### src/rtl/io_uart_tx.sv
// io_uart_tx: buffers 32-bit core IO writes in a FIFO and sends each word as 4 UART frames, LSB byte first.
// Define IO_UART_TX_PARITY_EN for 8E1 frames; default build is 8N1.
module io_uart_tx #(
  parameter int CLKS_PER_BIT = 868,
  parameter int FIFO_DEPTH   = 16,
  parameter int CNT_W        = $clog2(FIFO_DEPTH) + 1
) (
  input  logic             clk,
  input  logic             reset,
  input  logic [31:0]      din,
  input  logic             din_valid,
  output logic             tx,
  output logic             busy,
  output logic             overflow,
  output logic [CNT_W-1:0] fifo_count
);

  localparam int PTR_W  = $clog2(FIFO_DEPTH);
  localparam int BAUD_W = $clog2(CLKS_PER_BIT);

  typedef enum logic [2:0] {
    S_IDLE,
    S_START,
    S_DATA,
`ifdef IO_UART_TX_PARITY_EN
    S_PARITY,
`endif
    S_STOP
  } state_t;

  state_t              state_q, state_d;
  logic [BAUD_W-1:0]   baud_q, baud_d;
  logic [2:0]          bit_q, bit_d;
  logic [1:0]          byte_q, byte_d;
  logic [31:0]         shreg_q, shreg_d;
  logic                tx_q, tx_d;
  logic [31:0]         mem [FIFO_DEPTH];
  logic [PTR_W-1:0]    wptr_q, rptr_q;
  logic [CNT_W-1:0]    count_q;
  logic                overflow_q;
  logic                pop, push, baud_end;

  always_comb begin
    pop      = (state_q == S_IDLE) && (count_q != '0);
    push     = din_valid && ((count_q != CNT_W'(FIFO_DEPTH)) || pop);
    baud_end = (baud_q == BAUD_W'(CLKS_PER_BIT - 1));
  end

  always_comb begin
    state_d = state_q;
    baud_d  = baud_end ? '0 : baud_q + BAUD_W'(1);
    bit_d   = bit_q;
    byte_d  = byte_q;
    shreg_d = shreg_q;
    case (state_q)
      S_IDLE: begin
        baud_d = '0;
        if (pop) begin
          state_d = S_START;
          shreg_d = mem[rptr_q];
          byte_d  = '0;
          bit_d   = '0;
        end
      end
      S_START: begin
        if (baud_end) begin
          state_d = S_DATA;
          bit_d   = '0;
        end
      end
      S_DATA: begin
        if (baud_end) begin
          if (bit_q == 3'd7) begin
`ifdef IO_UART_TX_PARITY_EN
            state_d = S_PARITY;
`else
            state_d = S_STOP;
`endif
          end else begin
            bit_d = bit_q + 3'd1;
          end
        end
      end
`ifdef IO_UART_TX_PARITY_EN
      S_PARITY: begin
        if (baud_end) state_d = S_STOP;
      end
`endif
      S_STOP: begin
        if (baud_end) begin
          if (byte_q != 2'd3) begin
            byte_d  = byte_q + 2'd1;
            shreg_d = {8'h00, shreg_q[31:8]};
            state_d = S_START;
          end else begin
            state_d = S_IDLE;
          end
        end
      end
      default: state_d = S_IDLE;
    endcase

    // Line level is decoded from the next state so tx is a clean flop aligned with state entry.
    case (state_d)
      S_START:  tx_d = 1'b0;
      S_DATA:   tx_d = shreg_d[bit_d];
`ifdef IO_UART_TX_PARITY_EN
      S_PARITY: tx_d = ^shreg_d[7:0];
`endif
      default:  tx_d = 1'b1;
    endcase
  end

  always_ff @(posedge clk) begin
    if (reset) begin
      state_q    <= S_IDLE;
      baud_q     <= '0;
      bit_q      <= '0;
      byte_q     <= '0;
      shreg_q    <= '0;
      tx_q       <= 1'b1;
      wptr_q     <= '0;
      rptr_q     <= '0;
      count_q    <= '0;
      overflow_q <= 1'b0;
    end else begin
      state_q <= state_d;
      baud_q  <= baud_d;
      bit_q   <= bit_d;
      byte_q  <= byte_d;
      shreg_q <= shreg_d;
      tx_q    <= tx_d;
      if (push) wptr_q <= wptr_q + PTR_W'(1);
      if (pop)  rptr_q <= rptr_q + PTR_W'(1);
      case ({push, pop})
        2'b10:   count_q <= count_q + CNT_W'(1);
        2'b01:   count_q <= count_q - CNT_W'(1);
        default: count_q <= count_q;
      endcase
      if (din_valid && !push) overflow_q <= 1'b1;
    end
  end

  always_ff @(posedge clk) begin
    if (!reset && push) mem[wptr_q] <= din;
  end

  assign tx         = tx_q;
  assign busy       = (state_q != S_IDLE) || (count_q != '0);
  assign overflow   = overflow_q;
  assign fifo_count = count_q;

endmodule

### config.mk
export PLATFORM = sky130hd
export DESIGN_NAME = io_uart_tx
export DESIGN_NICKNAME = d
export VERILOG_FILES = /design/src/rtl/io_uart_tx.sv
export SDC_FILE = /design/constraint.sdc
export NUM_CORES = 1
export LEC_CHECK = 0
export CELL_PAD_IN_SITES_DETAIL_PLACEMENT = 0
export CELL_PAD_IN_SITES_GLOBAL_PLACEMENT = 1
export CORE_AREA = 4 4 242 244
export CTS_BUF_LIST = sky130_fd_sc_hd__clkbuf_8
export DETAILED_ROUTE_END_ITERATION = 8
export DIE_AREA = 0 0 246 248
export PLACE_DENSITY_LB_ADDON = 0.1
export SLEW_MARGIN = 20
export SYNTH_ARGS = -nofsm -noshare
export SYNTH_HDL_FRONTEND = slang
export SYNTH_SLANG_ARGS = --single-unit
### constraint.sdc
create_clock -name clk -period 4.9 [get_ports clk]
set_clock_uncertainty 0.1 [all_clocks]
set_input_delay 0.735 -clock clk [delete_from_list [all_inputs] [get_ports clk]]
set_output_delay 0.735 -clock clk [all_outputs]
set_load 0.05 [all_outputs]
==> results.sh, run 1 <==
export IMPL_yosys_warnings=0
export IMPL_cts_htree_levels=3
export IMPL_worstPathArrival_ns=3.90
export IMPL_wl_um=50900
export IMPL_synthCells=1088
export IMPL_die_width_um=246
export IMPL_detailroute_via_count=10788
export IMPL_dp_hpwl_um=28900
export IMPL_final_period_utilization=0.708
export IMPL_grt_pass1_vias=11471
export IMPL_rsz0062_at_grt="no"
export IMPL_p_seq_frac=0.509
export IMPL_synthFlopType="edfxtp_1"
export IMPL_dr_pass1_iters=5
export IMPL_cts_tree="done"
export IMPL_pin_count=43
export IMPL_ys_seq_elements=581
export IMPL_worst_slew_pin_slew_ns=1.04
export IMPL_synth_area_per_cell_um2=20.5
export IMPL_gp_congestion=0.733
export IMPL_cts_root_buf="clkbuf_8"
export IMPL_grt_start_max_net_pins=75
export IMPL_clock_path_buffers=3
export IMPL_cts_repair_resized=0
export IMPL_crit_path_end_kind="register"
export IMPL_ir_drop_mv=0.300
export IMPL_period_needed_ns=3.47
export IMPL_r2r_cells=10
export IMPL_syn_to_final_growth_pct=15.2
export IMPL_path_max_fanout=7
export IMPL_synth_cell_type_count=53
export IMPL_status="completed"
export IMPL_wl_per_cell_um=25.0
export IMPL_grt_pass1_wl_um=76500
export IMPL_setup_viol=0
export IMPL_ys_seq_area_frac=0.751
export IMPL_syn_cell_area_um2=22300
export IMPL_relSlewSlack=0.308
export IMPL_finalSetupTns_ns=0
export IMPL_path_class="reg -> reg"
export IMPL_clk_pin_slew_worst_paths_ns=0.06
export IMPL_initial_utilization=0.397
export IMPL_numCtsBuffers=98
export IMPL_fin_util=0.457
export IMPL_drc=0
export IMPL_placedCellCount=1857
export IMPL_maxCapViolCount=0
export IMPL_hold_buffers=0
export IMPL_insertion_delay_ns=0.68
export IMPL_reg2reg_to="fifo_count[4]$_SDFFE_PP0P_"
export IMPL_rr_startpoint="fifo_count[0]$_SDFFE_PP0P_"
export IMPL_p_switching_mw=2.95
export IMPL_port_buffers=42
export IMPL_pwr_share_clk=0.352
export IMPL_dr_first_iter_drc_count=533
export IMPL_pwr_share_comb=0.139
export IMPL_async_flop_share=0
export IMPL_row_count=87
export IMPL_vias_per_cell=5.29
export IMPL_worstPathRequired_ns=5.33
export IMPL_p_leak_nw=8.05
export IMPL_die_area_um2=61000
export IMPL_synth_fp_nets=1135
export IMPL_drive_gt1_frac=0.258
export IMPL_max_stage_delay_ns=0.69
export IMPL_cts_sinks=581
export IMPL_drv_slew=0
export IMPL_clock_fmax_mhz=288
export IMPL_ant_nets=0
export IMPL_crit_chain="or4_1 -> o21ai_1 -> nor2_1 -> fa_1 -> a21o_1 -> a21o_1 -> nor3_1 -> nor2_1 -> a311oi_1 -> a21oi_1"
export IMPL_crit_start="fifo_count[0]$_SDFFE_PP0P_"
export IMPL_final_cells=2038
export IMPL_die_y_um=248
export IMPL_synth_edf_count=512
export IMPL_grt_total_usage=0.172
export IMPL_place_worst_setup_slack_ns=1.22
export IMPL_critPathCapture="fifo_count[4]$_SDFFE_PP0P_"
export IMPL_num_nets_final=1248
export IMPL_setup_ws_ns=1.43
export IMPL_rrSetupSlack_ns=1.43
export IMPL_overflow=0
export IMPL_cts_setup_buffers=0
export IMPL_cp_slowest_cell="or4_1"
export IMPL_timing_hold_violations_final=0
export IMPL_grt_antenna_before_repair=1
export IMPL_swShare=0.263
export IMPL_hp_class="in -> reg"
export IMPL_fillCellCount=4827
export IMPL_powerDensity_nw_per_um2=436
export IMPL_internal_power_mw=8.27
export IMPL_coreArea_um2=56300
export IMPL_critPathLaunchType="register"
final cells by class:
cell class,count,area [um^2],area share
Antenna cell,1,2.50,0.0000973
Clock buffer,101,1390,0.0541
Clock inverter,79,402,0.0156
Inverter,9,33.8,0.00131
Multi-Input combinational cell,440,5440,0.211
Sequential cell,581,16800,0.652
Tap cell,756,946,0.0368
Timing Repair Buffer,71,733,0.0285
worst min-delay path by stage:
stage	from	to	slack [ns]	cells after the start
final	reset	wptr_q[0]$_SDFFE_PP0P_	0.26	2
after detailed placement	baud_q[0]$_SDFF_PP0_	baud_q[0]$_SDFF_PP0_	0.33	1
after floorplan	baud_q[0]$_SDFF_PP0_	baud_q[0]$_SDFF_PP0_	0.31	1
after global routing	reset	wptr_q[0]$_SDFFE_PP0P_	0.20	2
after CTS	reset	wptr_q[0]$_SDFFE_PP0P_	0.19	2
after global placement	baud_q[0]$_SDFF_PP0_	baud_q[0]$_SDFF_PP0_	0.33	1
sequential cells by signal (all words and copies together), names as in the netlist, named ones only:
register    cells
overflow        1
byte_q          2
tx              1
mem           512
baud_q         10
bit_q           3
fifo_count      5
shreg_q        32
wptr_q          4
state_q         3
rptr_q          4
stage by stage:
step / power (mW) / hold WS (ns) / instance area, um^2
floorplan: 6.85 / 0.313 / 22300
global placement: 7.41 / 0.327 / 23900
detailed placement: 7.42 / 0.331 / 23900
CTS: 11.4 / 0.188 / 25700
global route: 11.8 / 0.204 / 25700
finish: 11.2 / 0.257 / 25700
per-layer routing:
metal	routed length [um]	global-route usage
met2	24800	0.279
met1	22900	0.237
met5	0	0
met4	882	0.0491
met3	2290	0.0365
cells in the mapped netlist, types with 2 or more instances:
| cell | instances | share of area |
|---|---|---|
| nand3_1 | 11 | 0.0025 |
| buf_1 | 16 | 0.0027 |
| nand2_1 | 34 | 0.0057 |
| and3_1 | 4 | 0.0011 |
| a32oi_1 | 5 | 0.0020 |
| o21ai_0 | 3 | 0.00067 |
| dfxtp_1 | 69 | 0.062 |
| nor2b_1 | 4 | 0.0011 |
| or3_1 | 5 | 0.0014 |
| or4_1 | 2 | 0.00067 |
| a221oi_2 | 2 | 0.0013 |
| nor4_1 | 2 | 0.00056 |
| o211ai_1 | 6 | 0.0020 |
| mux4_2 | 156 | 0.16 |
| nand3b_1 | 2 | 0.00067 |
| nand2b_1 | 5 | 0.0014 |
| nor3_1 | 6 | 0.0013 |
| xor2_1 | 10 | 0.0039 |
| a22oi_1 | 26 | 0.0087 |
| edfxtp_1 | 512 | 0.69 |
| a21o_1 | 5 | 0.0017 |
| nand4_1 | 3 | 0.00084 |
| o22ai_1 | 4 | 0.0011 |
| ha_1 | 11 | 0.0062 |
| buf_2 | 6 | 0.0013 |
| clkbuf_1 | 36 | 0.0061 |
| a221o_1 | 2 | 0.00090 |
| a21oi_1 | 28 | 0.0063 |
| nor2_1 | 62 | 0.010 |
| inv_1 | 9 | 0.0015 |
| xnor2_1 | 8 | 0.0031 |
| mux2i_1 | 13 | 0.0058 |
worst max-delay path: cells and delay by family, from the launching register on:
family / cells / cell delay [ns]
and+or+nand+nor: 4 / 1.19
DFF: 1 / 0.37
AOI/OAI and AO/OA: 5 / 1.24
adders and majority gates: 1 / 0.44
cell families after synthesis:
group                    after synthesis  share of synthesized area
XOR/XNOR                              18                    0.00706
flip-flops                           581                      0.751
multiplexers                         169                      0.163
adder cells (fa/ha/maj)               12                    0.00706
AO/OA/AOI/OAI                         92                     0.0287
AND/OR/NAND/NOR                      148                     0.0314
buffers and inverters                 67                     0.0116
other                                  1                   0.000168
layout by cell type, fill, tap and decap left out, types with 5 or more instances in the layout:
master / count
mux2i_1: 13
a21oi_1: 27
o211ai_1: 6
nand2_1: 34
a22oi_1: 26
mux4_2: 156
dfxtp_1: 65
nor3_1: 6
ha_1: 11
a32oi_1: 5
clkinv_1: 31
clkbuf_8: 101
clkinv_2: 10
a21o_1: 5
xor2_1: 10
xnor2_1: 8
clkdlybuf4s50_1: 41
edfxtp_1: 512
nor2_1: 46
nand3_1: 11
nand2b_1: 5
buf_4: 21
inv_1: 40
buf_12: 8
or3_1: 5
nor2_4: 16
power groups by stage:
stage	Clock, mW	Combinational [mW]	Sequential [mW]
2_1_floorplan	0	1.06	5.79
3_3_place_gp	0	1.60	5.81
3_5_place_dp	0	1.60	5.82
4_1_cts	4.10	1.61	5.71
5_1_grt	4.35	1.71	5.73
6_report	3.95	1.56	5.71
No activity file was read; power rests on OpenSTA's default activity.
==> run 2: changes to the inputs <==
==> constraint.sdc (replaced) <==
create_clock -name clk -period 3 [get_ports clk]
set_clock_uncertainty 0.1 [all_clocks]
set_input_delay 0.45 -clock clk [delete_from_list [all_inputs] [get_ports clk]]
set_output_delay 0.45 -clock clk [all_outputs]
set_load 0.05 [all_outputs]
==> run 2 against run 1 <==
  * Sequential cell count unchanged
  * Wire length up 5.9%
  * Clock power up 60%
  * Non-clock buffer count up 47
  * Worst setup slack worse by 1.3 ns
  * Register-to-register slack worse by 1.3 ns
  * Sequential share of layout area down 1.5 points
  * Global-route usage up 0.89 points
  * Sequential power up 63%
  * Clock-buffer cell count down 3
  * Via count up 2.5%
  * Critical path depth down 1
==> results.sh, run 2 (synthesized netlist as in run 1, its figures left out) <==
export IMPL_cts_tree="done"
export IMPL_crit_start="baud_q[0]$_SDFF_PP0_"
export IMPL_crit_path_end_kind="register"
export IMPL_r2r_cells=9
export IMPL_grt_total_usage=0.181
export IMPL_max_stage_delay_ns=0.45
export IMPL_overflow=0
export IMPL_largest_reg_flops=512
export IMPL_wl_um=53900
export IMPL_final_common_cell="edfxtp_1"
export IMPL_mostFrequentLayoutCells="512 x edfxtp_1, 156 x mux4_2, 98 x clkbuf_8"
export IMPL_syn_to_final_growth_pct=17.9
export IMPL_timing_hold_violations_final=0
export IMPL_cts_root_buf="clkbuf_8"
export IMPL_row_count=87
export IMPL_drc=0
export IMPL_placedCellCount=1904
export IMPL_wl_per_cell_um=25.9
export IMPL_worst_slew_pin_slew_ns=0.719
export IMPL_coreArea_um2=56300
export IMPL_grt_start_max_net_pins=50
export IMPL_dp_hpwl_um=30400
export IMPL_setup_viol=0
export IMPL_cts_setup_buffers=0
export IMPL_drive_gt1_frac=0.290
export IMPL_powerDensity_nw_per_um2=699
export IMPL_finalSetupTns_ns=0
export IMPL_vias_per_cell=5.32
export IMPL_relSlewSlack=0.521
export IMPL_grt_antenna_before_repair=5
export IMPL_gp_congestion=0.773
export IMPL_detailroute_via_count=11056
export IMPL_p_leak_nw=8.33
export IMPL_cts_htree_levels=3
export IMPL_initial_utilization=0.397
export IMPL_clock_fmax_mhz=353
export IMPL_grt_pass1_vias=11602
export IMPL_crit_chain="ha_1 -> or3b_1 -> buf_4 -> nor4b_4 -> nor2_2 -> a221o_1 -> o211ai_1 -> a21oi_1 -> o41a_1"
export IMPL_num_nets_final=1294
export IMPL_die_y_um=248
export IMPL_min_from="reset"
export IMPL_cp_slowest_cell="or3b_1"
export IMPL_status="completed"
export IMPL_worstHoldPathCells=3
export IMPL_stdcell_area_um2=26300
export IMPL_critPathLaunchType="register"
export IMPL_final_cells=2078
export IMPL_dpl_cell_area_um2=24600
export IMPL_rr_startpoint="baud_q[0]$_SDFF_PP0_"
export IMPL_worstPathArrival_ns=3.28
export IMPL_cts_repair_resized=0
export IMPL_grt_pass1_wl_um=78900
export IMPL_port_buffers=42
export IMPL_final_period_utilization=0.943
export IMPL_maxCapViolCount=0
export IMPL_finalPower_mw=18.4
export IMPL_rsz0062_at_grt="yes"
export IMPL_path_max_fanout=6
export IMPL_top_register="mem"
export IMPL_dr_pass1_iters=5
export IMPL_path_class="reg -> reg"
export IMPL_hp_class="in -> reg"
export IMPL_cp_num_buf_inv=1
export IMPL_numCtsBuffers=97
export IMPL_path_depth=9
export IMPL_cts_sinks=581
export IMPL_pin_count=43
export IMPL_clock_path_buffers=3
export IMPL_die_area_um2=61000
export IMPL_reg_top3="mem x512, shreg_q x32, baud_q x10"
export IMPL_ant_nets=0
export IMPL_worstPathRequired_ns=3.45
export IMPL_drv_slew=0
export IMPL_cp_top_family="compound AO/OA/AOI/OAI gates"
export IMPL_insertion_delay_ns=0.68
export IMPL_clk_pin_slew_worst_paths_ns=0.06
export IMPL_die_width_um=246
export IMPL_period_needed_ns=2.83
export IMPL_hold_buffers=0
export IMPL_dr_first_iter_drc_count=759
export IMPL_ir_drop_mv=0.392
## run 2: cell count changes in the layout (fill, tap and decap cells not counted), sizes merged
cell / before / now
inv: 45 / 49
clkbuf: 101 / 98
diode: 1 / 2
clkdlybuf4s50: 41 / 40
buf: 30 / 78
clkinv: 41 / 32
## run 2: area by class of cell
cell class | instances | area, um^2
multi-input combinational | 440 | 5470
sequential | 581 | 16800
fill | 4799 | 30000
clock buffer | 98 | 1350
clock inverter | 74 | 368
tap | 756 | 946
inverter | 9 | 33.8
antenna | 2 | 5.00
timing repair buffer | 118 | 1370
## run 2: metrics by stage
| step | setup WS, ns | hold slack (ns) | utilization |
|---|---|---|---|
| final | 0.170 | 0.225 | 0.468 |
| after global routing | -0.0100 | 0.177 | 0.468 |
| after CTS | 0.0805 | 0.154 | 0.467 |
| after detailed placement | 0.120 | 0.335 | 0.437 |
| after global placement | 0.0520 | 0.322 | 0.437 |
| after floorplan | 0.0126 | 0.313 | - |
## run 2: worst reg2reg max path, delay by kind of cell, from the launching register on
family | cells | cell delay (ns)
DFF | 1 | 0.35
adders and majority gates | 1 | 0.17
buffers and inverters | 1 | 0.19
and+or+nand+nor | 3 | 0.89
AOI/OAI and AO/OA | 4 | 1.03
## run 2: per-layer routing
| metal | routed length [um] | up-vias | part of all wire | global-route usage |
|---|---|---|---|---|
| met5 | 23 | - | 0.00043 | 0 |
| met4 | 1080 | 4 | 0.020 | 0.0489 |
| met3 | 2390 | 93 | 0.044 | 0.0366 |
| met2 | 26300 | 238 | 0.49 | 0.298 |
| met1 | 24100 | 5882 | 0.45 | 0.248 |
| li1 | - | 4839 | - | - |
## run 2: final timing paths
kind              slack, ns                       end
setup / recovery       0.17             tx$_SDFF_PP1_
hold / removal         0.22  shreg_q[26]$_SDFFE_PP0P_
setup reg to reg       0.17             tx$_SDFF_PP1_
hold reg to reg        0.35      baud_q[0]$_SDFF_PP0_
## run 2: power breakdown
group / total, mW / switching, mW / internal, mW / leakage, nW
Clock: 6.32 / 3.11 / 3.21 / 1.01
Sequential: 9.29 / 0.206 / 9.08 / 5.18
Combinational: 2.79 / 1.53 / 1.26 / 2.14
==> run 3: changes to the inputs <==
--- a/config.mk
+++ b/config.mk
@@ -5,6 +5,7 @@
 export SDC_FILE = /design/constraint.sdc
 export NUM_CORES = 1
 export LEC_CHECK = 0
+export CAP_MARGIN = 20
 export CELL_PAD_IN_SITES_DETAIL_PLACEMENT = 0
 export CELL_PAD_IN_SITES_GLOBAL_PLACEMENT = 1
 export CORE_AREA = 4 4 242 244
@@ -12,6 +13,7 @@
 export DETAILED_ROUTE_END_ITERATION = 8
 export DIE_AREA = 0 0 246 248
 export PLACE_DENSITY_LB_ADDON = 0.1
+export RECOVER_POWER = 50
 export SLEW_MARGIN = 20
 export SYNTH_ARGS = -nofsm -noshare
 export SYNTH_HDL_FRONTEND = slang
==> run 3 against run 2 <==
  * Maximum frequency shrank 0.35%
  * Wire length is essentially flat
  * Critical path depth shrank 1
  * Cell area shrank 0.14%
  * Core utilization shrank 0.064 points
  * Total power shrank 0.34%
  * Sequential share of layout area grew 0.088 points
  * Register-to-register slack is essentially flat
  * Combinational power shrank 2%
  * Global-route usage is the same
  * Non-clock buffer count is the same
  * Critical endpoint unchanged
  * Largest cell class unchanged
==> results.sh, run 3 (synthesized netlist as in run 1, its figures left out) <==
export IMPL_ant_nets=0
export IMPL_grt_pass1_vias=11602
export IMPL_cts_htree_levels=3
export IMPL_clock_path_buffers=3
export IMPL_grt_antenna_before_repair=6
export IMPL_worst_slew_pin_slew_ns=0.722
export IMPL_die_y_um=248
export IMPL_path_max_fanout=6
export IMPL_insertion_delay_ns=0.69
export IMPL_grt_total_usage=0.181
export IMPL_vias_per_cell=5.32
export IMPL_top_register="mem"
export IMPL_grt_pass1_wl_um=78900
export IMPL_maxCapViolCount=0
export IMPL_grt_start_max_net_pins=50
export IMPL_period_needed_ns=2.84
export IMPL_worstPathArrival_ns=3.29
export IMPL_fin_util=0.467
export IMPL_drv_slew=0
export IMPL_finalSetupTns_ns=0
export IMPL_hp_class="in -> reg"
export IMPL_coreArea_um2=56300
export IMPL_mostFrequentLayoutCells="512 x edfxtp_1, 156 x mux4_2, 98 x clkbuf_8"
export IMPL_p_leak_nw=8.32
export IMPL_final_period_utilization=0.947
export IMPL_hold_buffers=0
export IMPL_die_area_um2=61000
export IMPL_pin_count=43
export IMPL_setup_viol=0
export IMPL_timing_hold_violations_final=0
export IMPL_dr_pass1_iters=5
export IMPL_powerDensity_nw_per_um2=698
export IMPL_cts_root_buf="clkbuf_8"
export IMPL_relSlewSlack=0.519
export IMPL_wl_per_cell_um=25.9
export IMPL_dr_first_iter_drc_count=716
export IMPL_ir_drop_mv=0.390
export IMPL_cts_tree="done"
export IMPL_initial_utilization=0.397
export IMPL_reg_top3="mem x512, shreg_q x32, baud_q x10"
export IMPL_clk_pin_slew_worst_paths_ns=0.06
export IMPL_port_buffers=42
export IMPL_gp_congestion=0.773
export IMPL_wl_um=53900
export IMPL_crit_path_end_kind="register"
export IMPL_dp_hpwl_um=30400
export IMPL_cts_sinks=581
export IMPL_path_class="reg -> reg"
export IMPL_rsz0062_at_grt="yes"
export IMPL_syn_to_final_growth_pct=17.7
export IMPL_largest_reg_flops=512
export IMPL_drive_gt1_frac=0.285
export IMPL_critPathLaunchType="register"
export IMPL_status="completed"
export IMPL_detailroute_via_count=11069
export IMPL_row_count=87
export IMPL_final_common_cell="edfxtp_1"
export IMPL_clock_fmax_mhz=352
export IMPL_rr_startpoint="baud_q[0]$_SDFF_PP0_"
export IMPL_overflow=0
export IMPL_die_width_um=246
export IMPL_num_nets_final=1294
export IMPL_worstPathRequired_ns=3.45
export IMPL_holdWs_ns=0.225
export IMPL_crit_start="baud_q[0]$_SDFF_PP0_"
export IMPL_min_from="reset"
export IMPL_numCtsBuffers=97
export IMPL_drc=0
==> run 3: cell count changes in the layout (fill, tap and decap cells not counted), moves of 5 or more <==
cell and delta:
clkbuf_1 +5, buf_4 -6, dlygate4sd3_1 +32, clkdlybuf4s50_1 -32
==> run 3: final timing paths <==
kind,end,slack [ns],depth (start not counted)
setup / recovery,tx$_SDFF_PP1_,0.16,8
hold / removal,shreg_q[26]$_SDFFE_PP0P_,0.23,3
setup reg to reg,tx$_SDFF_PP1_,0.16,8
hold reg to reg,baud_q[0]$_SDFF_PP0_,0.35,1
==> run 3: per-layer routing <==
layer	vias up	track usage	part of all wire
met2	230	0.298	0.49
met1	5898	0.248	0.45
met4	4	0.0489	0.020
met5	-	0	0.00043
li1	4842	-	-
met3	95	0.0366	0.042
==> run 3: per-stage QoR <==
step | instances | total power, mW | setup WS, ns | instance area [um^2]
floorplan | 1088 | 11.2 | 0.0126 | 22400
global placement | 1904 | 12.3 | 0.0520 | 24600
detailed placement | 1904 | 12.3 | 0.120 | 24600
CTS | 2076 | 18.7 | 0.0805 | 26300
global route | 2078 | 19.2 | -0.0100 | 26300
finish | 2079 | 18.3 | 0.160 | 26300
==> run 3: area by class of cell <==
cell class / instances / area (um^2)
antenna: 3 / 7.51
clock buffer: 98 / 1350
clock inverter: 74 / 368
fill: 4806 / 30000
inverter: 9 / 33.8
multi-input combinational: 440 / 5450
sequential: 581 / 16800
tap: 756 / 946
timing repair buffer: 118 / 1350
==> run 3: critical path, stage by stage, from the launching register on <==
cell and delay, ns:
dfxtp_1 0.35, ha_1 0.17, or3b_1 0.45, or3_1 0.44, or4_1 0.49, a21oi_1 0.18, nor3_1 0.09, or3_1 0.35
o41a_1 0.11
==> run 3: power by group <==
| group | switching [mW] | leakage (nW) | internal, mW | total, mW |
|---|---|---|---|---|
| Clock | 3.11 | 1.01 | 3.21 | 6.32 |
| Sequential | 0.205 | 5.18 | 9.08 | 9.29 |
| Combinational | 1.52 | 2.13 | 1.22 | 2.74 |
==> run 3: timing repair <==
action,4_1_cts,5_1_grt
setup buffers,0,0
endpoints found under the setup margin,0,2
resized for setup,0,4
